[src/rtl/sdio_dat_rx.sv]
// rtl/sdio_dat_rx.sv - SDIO DAT0 single-block receiver with CRC16 check
module sdio_dat_rx (
    input  logic        sd_clk,
    input  logic        rstn,
    input  logic        sd_rst,
    input  logic        rx_start,
    input  logic [11:0] blk_len,
    input  logic [15:0] rx_timeout,
    input  logic        dat_in,
    output logic [7:0]  rx_byte,
    output logic        rx_byte_vld,
    output logic        rx_busy,
    output logic        rx_done,
    output logic        rx_crc_err,
    output logic        rx_end_err,
    output logic        rx_timeout_err
);

    typedef enum logic [2:0] {
        S_IDLE, S_WAIT_START, S_DATA, S_CRC, S_END, S_DONE
    } state_t;

    state_t      state, state_nxt;
    logic [11:0] len_q;
    logic [15:0] to_q;
    logic [15:0] wait_cnt;
    logic [14:0] bit_cnt;
    logic [3:0]  crc_cnt;
    logic [15:0] crc_q;
    logic [15:0] rx_crc;
    logic [6:0]  sh;
    logic        fb;
    logic        last_bit;
    logic        wait_hit;

    assign fb = crc_q[15] ^ dat_in;
    // len_q - 1 wraps 0 to 4095, so a latched 0 naturally means 4096 bytes
    assign last_bit = (bit_cnt == {len_q - 12'd1, 3'b111});
    assign wait_hit = dat_in && (to_q != 16'd0) &&
                      (({1'b0, wait_cnt} + 17'd1) == {1'b0, to_q});

    always_ff @(posedge sd_clk or negedge rstn) begin
        if (!rstn)       state <= S_IDLE;
        else if (sd_rst) state <= S_IDLE;
        else             state <= state_nxt;
    end

    always_comb begin
        state_nxt = state;
        case (state)
            S_IDLE:       if (rx_start) state_nxt = S_WAIT_START;
            S_WAIT_START: begin
                if (!dat_in)       state_nxt = S_DATA;
                else if (wait_hit) state_nxt = S_DONE;
            end
            S_DATA:       if (last_bit) state_nxt = S_CRC;
            S_CRC:        if (crc_cnt == 4'd15) state_nxt = S_END;
            S_END:        state_nxt = S_DONE;
            S_DONE:       state_nxt = S_IDLE;
            default:      state_nxt = S_IDLE;
        endcase
    end

    always_comb begin
        rx_busy = 1'b0;
        rx_done = 1'b0;
        case (state)
            S_WAIT_START, S_DATA, S_CRC, S_END: rx_busy = 1'b1;
            S_DONE:                             rx_done = 1'b1;
            default:                            ;
        endcase
    end

    always_ff @(posedge sd_clk or negedge rstn) begin
        if (!rstn) begin
            len_q          <= '0;
            to_q           <= '0;
            wait_cnt       <= '0;
            bit_cnt        <= '0;
            crc_cnt        <= '0;
            crc_q          <= '0;
            rx_crc         <= '0;
            sh             <= '0;
            rx_byte        <= '0;
            rx_byte_vld    <= 1'b0;
            rx_crc_err     <= 1'b0;
            rx_end_err     <= 1'b0;
            rx_timeout_err <= 1'b0;
        end else if (sd_rst) begin
            len_q          <= '0;
            to_q           <= '0;
            wait_cnt       <= '0;
            bit_cnt        <= '0;
            crc_cnt        <= '0;
            crc_q          <= '0;
            rx_crc         <= '0;
            sh             <= '0;
            rx_byte        <= '0;
            rx_byte_vld    <= 1'b0;
            rx_crc_err     <= 1'b0;
            rx_end_err     <= 1'b0;
            rx_timeout_err <= 1'b0;
        end else begin
            rx_byte_vld <= 1'b0;
            case (state)
                S_IDLE: if (rx_start) begin
                    len_q          <= blk_len;
                    to_q           <= rx_timeout;
                    wait_cnt       <= '0;
                    bit_cnt        <= '0;
                    crc_cnt        <= '0;
                    crc_q          <= '0;
                    rx_crc         <= '0;
                    rx_crc_err     <= 1'b0;
                    rx_end_err     <= 1'b0;
                    rx_timeout_err <= 1'b0;
                end
                S_WAIT_START: if (dat_in) begin
                    wait_cnt <= wait_cnt + 16'd1;
                    if (wait_hit) rx_timeout_err <= 1'b1;
                end
                S_DATA: begin
                    crc_q   <= {crc_q[14:12], crc_q[11] ^ fb, crc_q[10:5],
                                crc_q[4] ^ fb, crc_q[3:0], fb};
                    sh      <= {sh[5:0], dat_in};
                    bit_cnt <= bit_cnt + 15'd1;
                    if (bit_cnt[2:0] == 3'd7) begin
                        rx_byte     <= {sh, dat_in};
                        rx_byte_vld <= 1'b1;
                    end
                end
                S_CRC: begin
                    rx_crc  <= {rx_crc[14:0], dat_in};
                    crc_cnt <= crc_cnt + 4'd1;
                end
                S_END: begin
                    rx_end_err <= ~dat_in;
                    rx_crc_err <= (rx_crc != crc_q);
                end
                default: ;
            endcase
        end
    end

endmodule

[config.mk]
export PLATFORM = sky130hd
export DESIGN_NAME = sdio_dat_rx
export DESIGN_NICKNAME = d
export VERILOG_FILES = /design/src/rtl/sdio_dat_rx.sv
export SDC_FILE = /design/constraint.sdc
export NUM_CORES = 1
export LEC_CHECK = 0
export ABC_AREA = 1
export CAP_MARGIN = 10
export CELL_PAD_IN_SITES_DETAIL_PLACEMENT = 0
export CELL_PAD_IN_SITES_GLOBAL_PLACEMENT = 2
export CORE_MARGIN = 2
export CORE_UTILIZATION = 29
export CTS_CLUSTER_SIZE = 28
export DETAILED_ROUTE_END_ITERATION = 10
export PLACE_DENSITY = 0.78
export SYNTH_ARGS = -nofsm -noshare
export SYNTH_HDL_FRONTEND = slang
export SYNTH_SLANG_ARGS = --single-unit
[constraint.sdc]
create_clock -name sd_clk -period 4.5 [get_ports sd_clk]
set_input_delay 0.9 -clock sd_clk [delete_from_list [all_inputs] [get_ports sd_clk]]
set_output_delay 0.9 -clock sd_clk [all_outputs]
set_load 0.02 [all_outputs]
==> impl_metrics.ini, run 1 <==
[sta]
max_freq_ghz = 0.324
fin_skew_ns = 0.0128
setup_violations = 0
min_period_over_period = 0.686
hold_violations = 0
worst_slew_pin_slew_ns = 0.911
period_needed_ns = 3.09
rsz0062_at_grt = false
tns_ns = 0
relSlewSlack = 0.389
finalMaxSlewViolations = 0
worst_slack_ns = 1.41

[worst_setup_path]
crit_slowest_cell = clkdlybuf4s50_1
cp_max_fo = 6
worstPathArrival_ns = 2.19
critPathKind = flip-flop to primary output
r2r_setup_slack_ns = 2.15
start_kind = flip-flop
crit_path_end_kind = primary output
path_cells = nor2_1, inv_1, nor2_1, inv_1, nand4_1, clkdlybuf4s50_1
max_stage_delay_ns = 0.65
reg2reg_to = state[0]
r2r_start = len_q[0]
path_buf_inv = 3
required_ns = 3.60
cpLargestDelayFamily = buffers and inverters
rr_worst_depth = 17

[job]
drv_cap = 0

[logic_synthesis]
ys_ff_latch = 117
synth_warnings = 0
synthCells = 814
ys_seq_area_frac = 0.466
synth_fp_nets = 852
ys_types = 37
syn_avg_cell_area_sq_um = 7.72
synth_area_sq_um = 6290

[clock_network]
cts_buffer_depth = 2
root_buffer = clkbuf_16
cts_tree = built
hold_buffers = 0
cts_resized = 0
clock-sinks = 117
clkTransAtPathRegs_ns = 0.06
htreeDepth = 4
numCtsBuffers = 17
clkLatencyLatePin_ns = 0.43
post_cts_buffers = 0

[die]
die_area_sq_um = 22900
core_sq_um = 21200
fp.dieW_microns = 151
io_pins = 47
std_cell_rows = 53
start_util = 0.297
die_y_microns = 151

[drt]
wl_met3_microns = 559
routed_wl_microns = 17700
vias_per_cell = 4.78
first_pass_iters = 5
drtIter0Drc = 323
wl_met2_microns = 8080
vias = 5502
routedWlPerCell_microns = 15.4
drc = 0
antenna_left = 0
dr.max_layer_used = met4
m1WireLength_microns = 8890

[placement]
port_buffers = 46
pre_cts_ws_ns = 1.07
place_congestion = 0.778
dpl.hpwl_microns = 12500

[min_path]
hp-class = flip-flop to flip-flop
hold_path.startpoint = sh[2]
holdPathStages = 2
min_to = sh[2]

[cells_and_area]
seqCellArea_sq_um = 2930
drive_gt1_frac = 0.0753
multiInputGateArea_sq_um = 2850
diodes = 0
area_growth_syn_to_layout_pct = 22.2
layout.nets = 902
fill_cells = 2208

[global_route]
grtUsageTotal = 0.167
grt_pass1_wl_microns = 29200
grt_max_degree = 63
grt_pass1_vias = 5508
grt.overflow.total = 0
antenna_found_initial = 0

[power]
ir_worst_vdd_mv = 0.255
p_per_area_nw_per_um2 = 532
leakagePower_nw = 3.48

[run_status]
status = complete, no violations
[registers in the layout, summed over array words and instances, names as in the netlist]
register        count
bit_cnt            15
crc_cnt             4
crc_q              16
len_q              12
rx_byte             8
rx_byte_vld         1
rx_crc             16
rx_crc_err          1
rx_end_err          1
rx_timeout_err      1
sh                  7
state               3
to_q               16
wait_cnt           16
[synth_stat cells (all sizes together)]
cell,count,area share
a32o,1,0.0016
xnor2,12,0.017
a21oi,18,0.016
nand2,196,0.12
nor2,71,0.051
xor2,11,0.015
nor4,2,0.0020
a22o,5,0.0070
clkinv,1,0.00060
o211ai,1,0.0012
buf,13,0.011
nand3b,2,0.0024
nor3,3,0.0024
o22ai,26,0.026
o21ai,78,0.063
a22oi,6,0.0072
inv,110,0.066
clkbuf,9,0.0054
or2,1,0.0010
ha,5,0.010
nand4,26,0.026
a21boi,1,0.0018
a21o,1,0.0012
o31ai,3,0.0036
nand3,95,0.076
dfrtp,117,0.47
[routing by layer]
| layer | up-vias | track usage |
|---|---|---|
| met4 | 0 | 0.0551 |
| met1 | 2610 | 0.234 |
| met5 | - | 0 |
| li1 | 2792 | - |
| met2 | 87 | 0.258 |
| met3 | 13 | 0.0313 |
[where the power goes]
part / leakage (nW) / switching, mW / internal [mW]
logic: 1.59 / 0.920 / 0.408
clock network: 0.290 / 0.558 / 0.885
registers: 1.60 / 0.117 / 1.20
total: 3.48 / 1.59 / 2.49
[worst max-delay path by stage]
stage,cells past startpoint,endpoint,slack (ns),start
global route,6,rx_busy,1.23,state[0]
CTS,6,rx_busy,1.39,state[0]
detailed placement,9,to_q[11],1.07,sd_rst
finish,6,rx_busy,1.41,state[0]
floorplan,7,crc_q[10],2.47,sd_rst
global placement,9,len_q[0],1.12,sd_rst
[per-stage QoR]
stage | hold slack, ns | area (sq um) | instances | power, mW | utilization
finish | 0.503 | 7680 | 1152 | 4.09 | 0.363
global route | 0.545 | 7680 | 1152 | 4.37 | 0.363
CTS | 0.504 | 7680 | 1152 | 4.14 | 0.363
detailed placement | 0.480 | 7060 | 1120 | 2.67 | 0.334
global placement | 0.473 | 7060 | 1120 | 2.69 | 0.334
floorplan | 0.456 | 6290 | 814 | 2.24 | -
[tightest hold or removal path, cell delays in order (launching register included)]
cell	delay, ns
dfrtp_1	0.35
a22oi_1	0.07
inv_1	0.05
[cell usage in the layout, fill, tap and decap left out, drive strengths merged, types with 18 or more instances in the layout]
cell type / Yosys / layout
nand2: 196 / 196
dfrtp: 117 / 117
inv: 110 / 116
nand3: 95 / 95
o21ai: 78 / 78
nor2: 71 / 71
clkdlybuf4s50: 0 / 45
o22ai: 26 / 26
nand4: 26 / 26
a21oi: 18 / 18
[kinds of logic after synthesis]
logic type	synth area share
compound gates	0.129
xor+xnor	0.0320
fa+ha+maj	0.00995
buf+inv	0.0824
flops	0.466
simple gates	0.281
[area by class of cell]
class                   count  share of cell area
inverters                 111              0.0542
clock inverters            15              0.0251
well taps                 275              0.0448
repair buffers             53              0.0681
multi-input cells         564               0.371
flip-flops and latches    117               0.381
clock buffers              17              0.0554
Note: power is estimated with default switching activity, not from simulation.
==> inputs of run 2 (changes only) <==
==> constraint.sdc (replaced) <==
create_clock -name sd_clk -period 2.9 [get_ports sd_clk]
set_input_delay 0.58 -clock sd_clk [delete_from_list [all_inputs] [get_ports sd_clk]]
set_output_delay 0.58 -clock sd_clk [all_outputs]
set_load 0.02 [all_outputs]
==> run 2 against run 1 <==
Combinational power up 59%. Clock power is 46% higher. Final cell count increased by 0.78%. Sequential cell count is the same. Critical path type unchanged. Register-to-register slack got worse by 1.5 ns.
==> impl_metrics.ini, run 2 (synthesized netlist as in run 1, its figures left out) <==
[run_status]
status = complete, no violations

[clock_network]
htreeDepth = 4
cts_buffer_depth = 2
clkTransAtPathRegs_ns = 0.06
numCtsBuffers = 17
clkLatencyLatePin_ns = 0.42
cts_tree = built
root_buffer = clkbuf_16
clock-sinks = 117

[worst_setup_path]
critPathKind = flip-flop to primary output
required_ns = 2.32
cp_max_fo = 4
r2r_setup_slack_ns = 0.68
start_kind = flip-flop
worstPathArrival_ns = 1.84
crit_path_end_kind = primary output

[sta]
setup_violations = 0
worst_slew_pin_slew_ns = 0.514
tns_ns = 0
worst_slack_ns = 0.483
period_needed_ns = 2.42
max_freq_ghz = 0.414
relSlewSlack = 0.658
hold_violations = 0
fin_skew_ns = 0.0134
min_period_over_period = 0.833
rsz0062_at_grt = false
finalMaxSlewViolations = 0

[cells_and_area]
multiInputGateArea_sq_um = 2850
mostFrequentLayoutCells = nand2_1, dfrtp_1, inv_1
seqCellArea_sq_um = 2930
area_growth_syn_to_layout_pct = 23.1
layout.nets = 912
fill_cells = 2217
layout_commonest_cell = nand2_1
drive_gt1_frac = 0.0835
diodes = 0

[die]
io_pins = 47
std_cell_rows = 53
die_y_microns = 151
die_area_sq_um = 22900
start_util = 0.297
core_sq_um = 21200
fp.dieW_microns = 151

[drt]
vias = 5539
routedWlPerCell_microns = 15.1
antenna_left = 0
routed_wl_microns = 17600
first_pass_iters = 5
drtIter0Drc = 280
vias_per_cell = 4.77
drc = 0

[placement]
dpl.hpwl_microns = 12900
place_congestion = 0.764
port_buffers = 46
pre_cts_ws_ns = 0.486

[power]
p_per_area_nw_per_um2 = 810
p_total_mw = 6.27
ir_worst_vdd_mv = 0.343
leakagePower_nw = 3.54

[global_route]
grt.overflow.total = 0
grtUsageTotal = 0.165
grt_pass1_vias = 5428
grt_pass1_wl_microns = 28900
antenna_found_initial = 0
grt_max_degree = 63

[job]
drv_cap = 0

[min_path]
hp-class = primary input to asynchronous set/reset pin
-- run 2: changes by cell type in the layout (fill, tap and decap cells not counted), moves of 2 or more --
cell,previous run,this run
clkinv_2,0,2
inv_6,6,1
clkinv_4,1,3
clkbuf_8,0,2
buf_4,7,16
-- run 2: timing repair --
| action | in CTS | in global routing |
|---|---|---|
| endpoints found under the setup margin | 0 | 1 |
| setup buffers | 0 | 0 |
| gates resized for setup | 0 | 1 |
| hold buffers | 0 | 0 |
-- run 2: path summary, 6_finish.rpt --
kind,startpoint,endpoint,cells after the start
hold reg to reg,rx_crc_err,rx_crc_err,1
max in group asynchronous,rstn,bit_cnt[8],2
min in group sd_clk,rx_crc_err,rx_crc_err,1
setup reg to reg,len_q[0],state[0],17
hold / removal,rstn,to_q[7],1
setup / recovery,state[2],rx_done,3
-- run 2: cell type report --
class / count / area share
Clock inverter: 11 / 0.0165
Clock buffer: 20 / 0.0590
Timing Repair Buffer: 63 / 0.0792
Sequential cell: 117 / 0.378
Inverter: 111 / 0.0538
Tap cell: 275 / 0.0445
Multi-Input combinational cell: 564 / 0.369
-- run 2: routing by layer --
metal | track usage | vias up | routed length (microns)
met5 | 0 | - | 0
met4 | 0.0481 | 0 | 147
met3 | 0.0355 | 13 | 511
met2 | 0.257 | 71 | 8020
met1 | 0.230 | 2636 | 8890
li1 | - | 2819 | -
-- run 2: stage by stage --
| step | instance area (sq um) | instances | util | hold slack, ns |
|---|---|---|---|---|
| 2_1_floorplan | 6290 | 814 | - | 0.284 |
| 3_5_place_dp | 7150 | 1130 | 0.338 | 0.496 |
| 5_1_grt | 7740 | 1161 | 0.366 | 0.149 |
| 6_report | 7740 | 1161 | 0.366 | 0.129 |
| 3_3_place_gp | 7150 | 1130 | 0.338 | 0.501 |
| 4_1_cts | 7730 | 1161 | 0.366 | 0.128 |
-- run 2: power breakdown --
| part | switching (mW) | total, mW | internal, mW |
|---|---|---|---|
| registers | 0.190 | 2.05 | 1.86 |
| clock network | 0.789 | 2.10 | 1.31 |
| logic | 1.41 | 2.12 | 0.703 |
-- run 2: worst max-delay path, stage by stage (launching register included) --
cell and delay [ns]:
dfrtp_1 0.43, inv_1 0.10, nor2_1 0.23, clkdlybuf4s50_1 0.66
==> inputs of run 3 (changes only) <==
--- a/config.mk
+++ b/config.mk
@@ -13,7 +13,7 @@
 export CORE_UTILIZATION = 29
 export CTS_CLUSTER_SIZE = 28
 export DETAILED_ROUTE_END_ITERATION = 10
-export PLACE_DENSITY = 0.78
+export PLACE_DENSITY = 0.81
 export SYNTH_ARGS = -nofsm -noshare
 export SYNTH_HDL_FRONTEND = slang
 export SYNTH_SLANG_ARGS = --single-unit
==> constraint.sdc (replaced) <==
create_clock -name sd_clk -period 2.1 [get_ports sd_clk]
set_input_delay 0.42 -clock sd_clk [delete_from_list [all_inputs] [get_ports sd_clk]]
set_output_delay 0.42 -clock sd_clk [all_outputs]
set_load 0.02 [all_outputs]
==> run 3 against run 2 <==
First-iteration DRC count up 2.1%. Largest cell class is now multi-input gates. Sequential cell count unchanged. Critical endpoint unchanged. Sequential power up 38%.
==> impl_metrics.ini, run 3 (synthesized netlist as in run 1, its figures left out) <==
[cells_and_area]
diodes = 0
utilization = 0.388
layout.cells.non_filler = 1202
final_area_sq_um = 8200
mostFrequentLayoutCells = nand2_1, dfrtp_1, inv_1
area_growth_syn_to_layout_pct = 30.5
fill_cells = 2156
layout.nets = 953
layout_commonest_cell = nand2_1
drive_gt1_frac = 0.156

[clock_network]
htreeDepth = 4
clkTransAtPathRegs_ns = 0.06
numCtsBuffers = 17
cts_buffer_depth = 2
cts_tree = built
clkLatencyLatePin_ns = 0.41
root_buffer = clkbuf_16
clock-sinks = 117

[power]
ir_worst_vdd_mv = 0.562
p_int_mw = 5.75
p_seq_frac = 0.305
p_per_area_nw_per_um2 = 1130
clock_power_share = 0.314
switching_share = 0.379
power_frac_comb = 0.381
p_switching_mw = 3.51
leakagePower_nw = 3.75

[sta]
hold_violations = 0
rsz0062_at_grt = true
relSlewSlack = 0.651
fin_skew_ns = 0.00866
period_needed_ns = 1.98
setup_violations = 0
finalMaxSlewViolations = 0
worst_slew_pin_slew_ns = 0.519
max_freq_ghz = 0.505
worst_hold_slack_ns = 0.461
min_period_over_period = 0.944

[die]
fp.dieW_microns = 151
die_y_microns = 151
core_sq_um = 21200
start_util = 0.297
std_cell_rows = 53
die_area_sq_um = 22900
io_pins = 47

[job]
drv_cap = 0

[global_route]
grt_pass1_wl_microns = 28800
grtUsageTotal = 0.163
grt_pass1_vias = 5532
grt_max_degree = 48
antenna_found_initial = 0
grt.overflow.total = 0

[worst_setup_path]
crit_slowest_cell = dfrtp_1
r2r_start = wait_cnt[1]
rr_worst_depth = 16
max_stage_delay_ns = 0.39
critPathKind = flip-flop to primary output
crit_path_end_kind = primary output
cp_max_fo = 2
worstPathArrival_ns = 1.56
cpLargestDelayFamily = buffers and inverters
path_cells = inv_1, nand2_1, nor2_1, dlygate4sd2_1
r2r_setup_slack_ns = 0.13
reg2reg_to = state[0]
required_ns = 1.68
start_kind = flip-flop
path_buf_inv = 2

[drt]
vias = 5738
antenna_left = 0
routed_wl_microns = 17800
routedWlPerCell_microns = 14.8
drc = 0
drtIter0Drc = 286
vias_per_cell = 4.77
first_pass_iters = 6

[run_status]
status = complete, no violations

[placement]
port_buffers = 46
placed_area_sq_um = 7500
place_congestion = 0.815
dp.cells = 1168
dpl.hpwl_microns = 13100

[min_path]
hp-class = primary input to asynchronous set/reset pin
==> run 3: cell types whose count changed in the layout (fill, tap and decap cells not counted), sizes merged <==
cell | previous run | this run
dlygate4sd3 | 0 | 1
clkdlybuf4s50 | 44 | 43
clkbuf | 20 | 18
clkinv | 7 | 5
dlygate4sd2 | 0 | 1
buf | 18 | 59
inv | 110 | 114
dlymetal6s2s | 1 | 0
==> run 3: routing by layer <==
metal	vias up	wire length, microns	track usage
li1	2901	-	-
met1	2739	8830	0.227
met2	87	8210	0.256
met3	11	643	0.0389
met4	0	153	0.0383
met5	-	0	0
==> run 3: power groups by stage <==
stage	Clock [mW]	Combinational [mW]	Sequential, mW
finish	2.91	3.53	2.83
global route	3.09	3.93	2.87
CTS	2.97	3.46	2.82
detailed placement	0	3.45	2.85
global placement	0	3.45	2.86
floorplan	0	1.99	2.80
==> run 3: worst max path at each step <==
stage / from / endpoint / slack [ns] / cells after the start
after global routing: wait_cnt[1] / state[0] / -0.04 / 16
after floorplan: len_q[0] / state[0] / 0.28 / 17
after global placement: sd_rst / rx_timeout_err / -0.14 / 8
final: state[1] / rx_done / 0.12 / 4
after detailed placement: sd_rst / rx_timeout_err / -0.17 / 8
after CTS: wait_cnt[0] / state[0] / 0.02 / 16
==> run 3: area by class of cell <==
class / count / area, sq um / share of cell area
repair buffers: 104 / 980 / 0.119
clock inverters: 13 / 149 / 0.0181
inverters: 111 / 417 / 0.0508
well taps: 275 / 344 / 0.0419
clock buffers: 18 / 439 / 0.0535
flip-flops and latches: 117 / 2930 / 0.357
multi-input cells: 564 / 2950 / 0.359
==> run 3: metrics by stage <==
step / total power [mW] / TNS, ns / worst slack, ns
after detailed placement: 6.30 / -2.32 / -0.171
after CTS: 9.25 / 0 / 0.0158
after floorplan: 4.79 / 0 / 0.282
final: 9.26 / 0 / 0.118
after global placement: 6.30 / -1.27 / -0.137
after global routing: 9.89 / -0.0461 / -0.0357
==> run 3: timing repair <==
item / in CTS / in global routing
pin swaps: 0 / 13
endpoints found under the setup margin: 4 / 6
endpoints found under the hold margin: 19 / 0
resized for setup: 7 / 33
hold buffers: 1 / 0
buffers inserted: 0 / 2
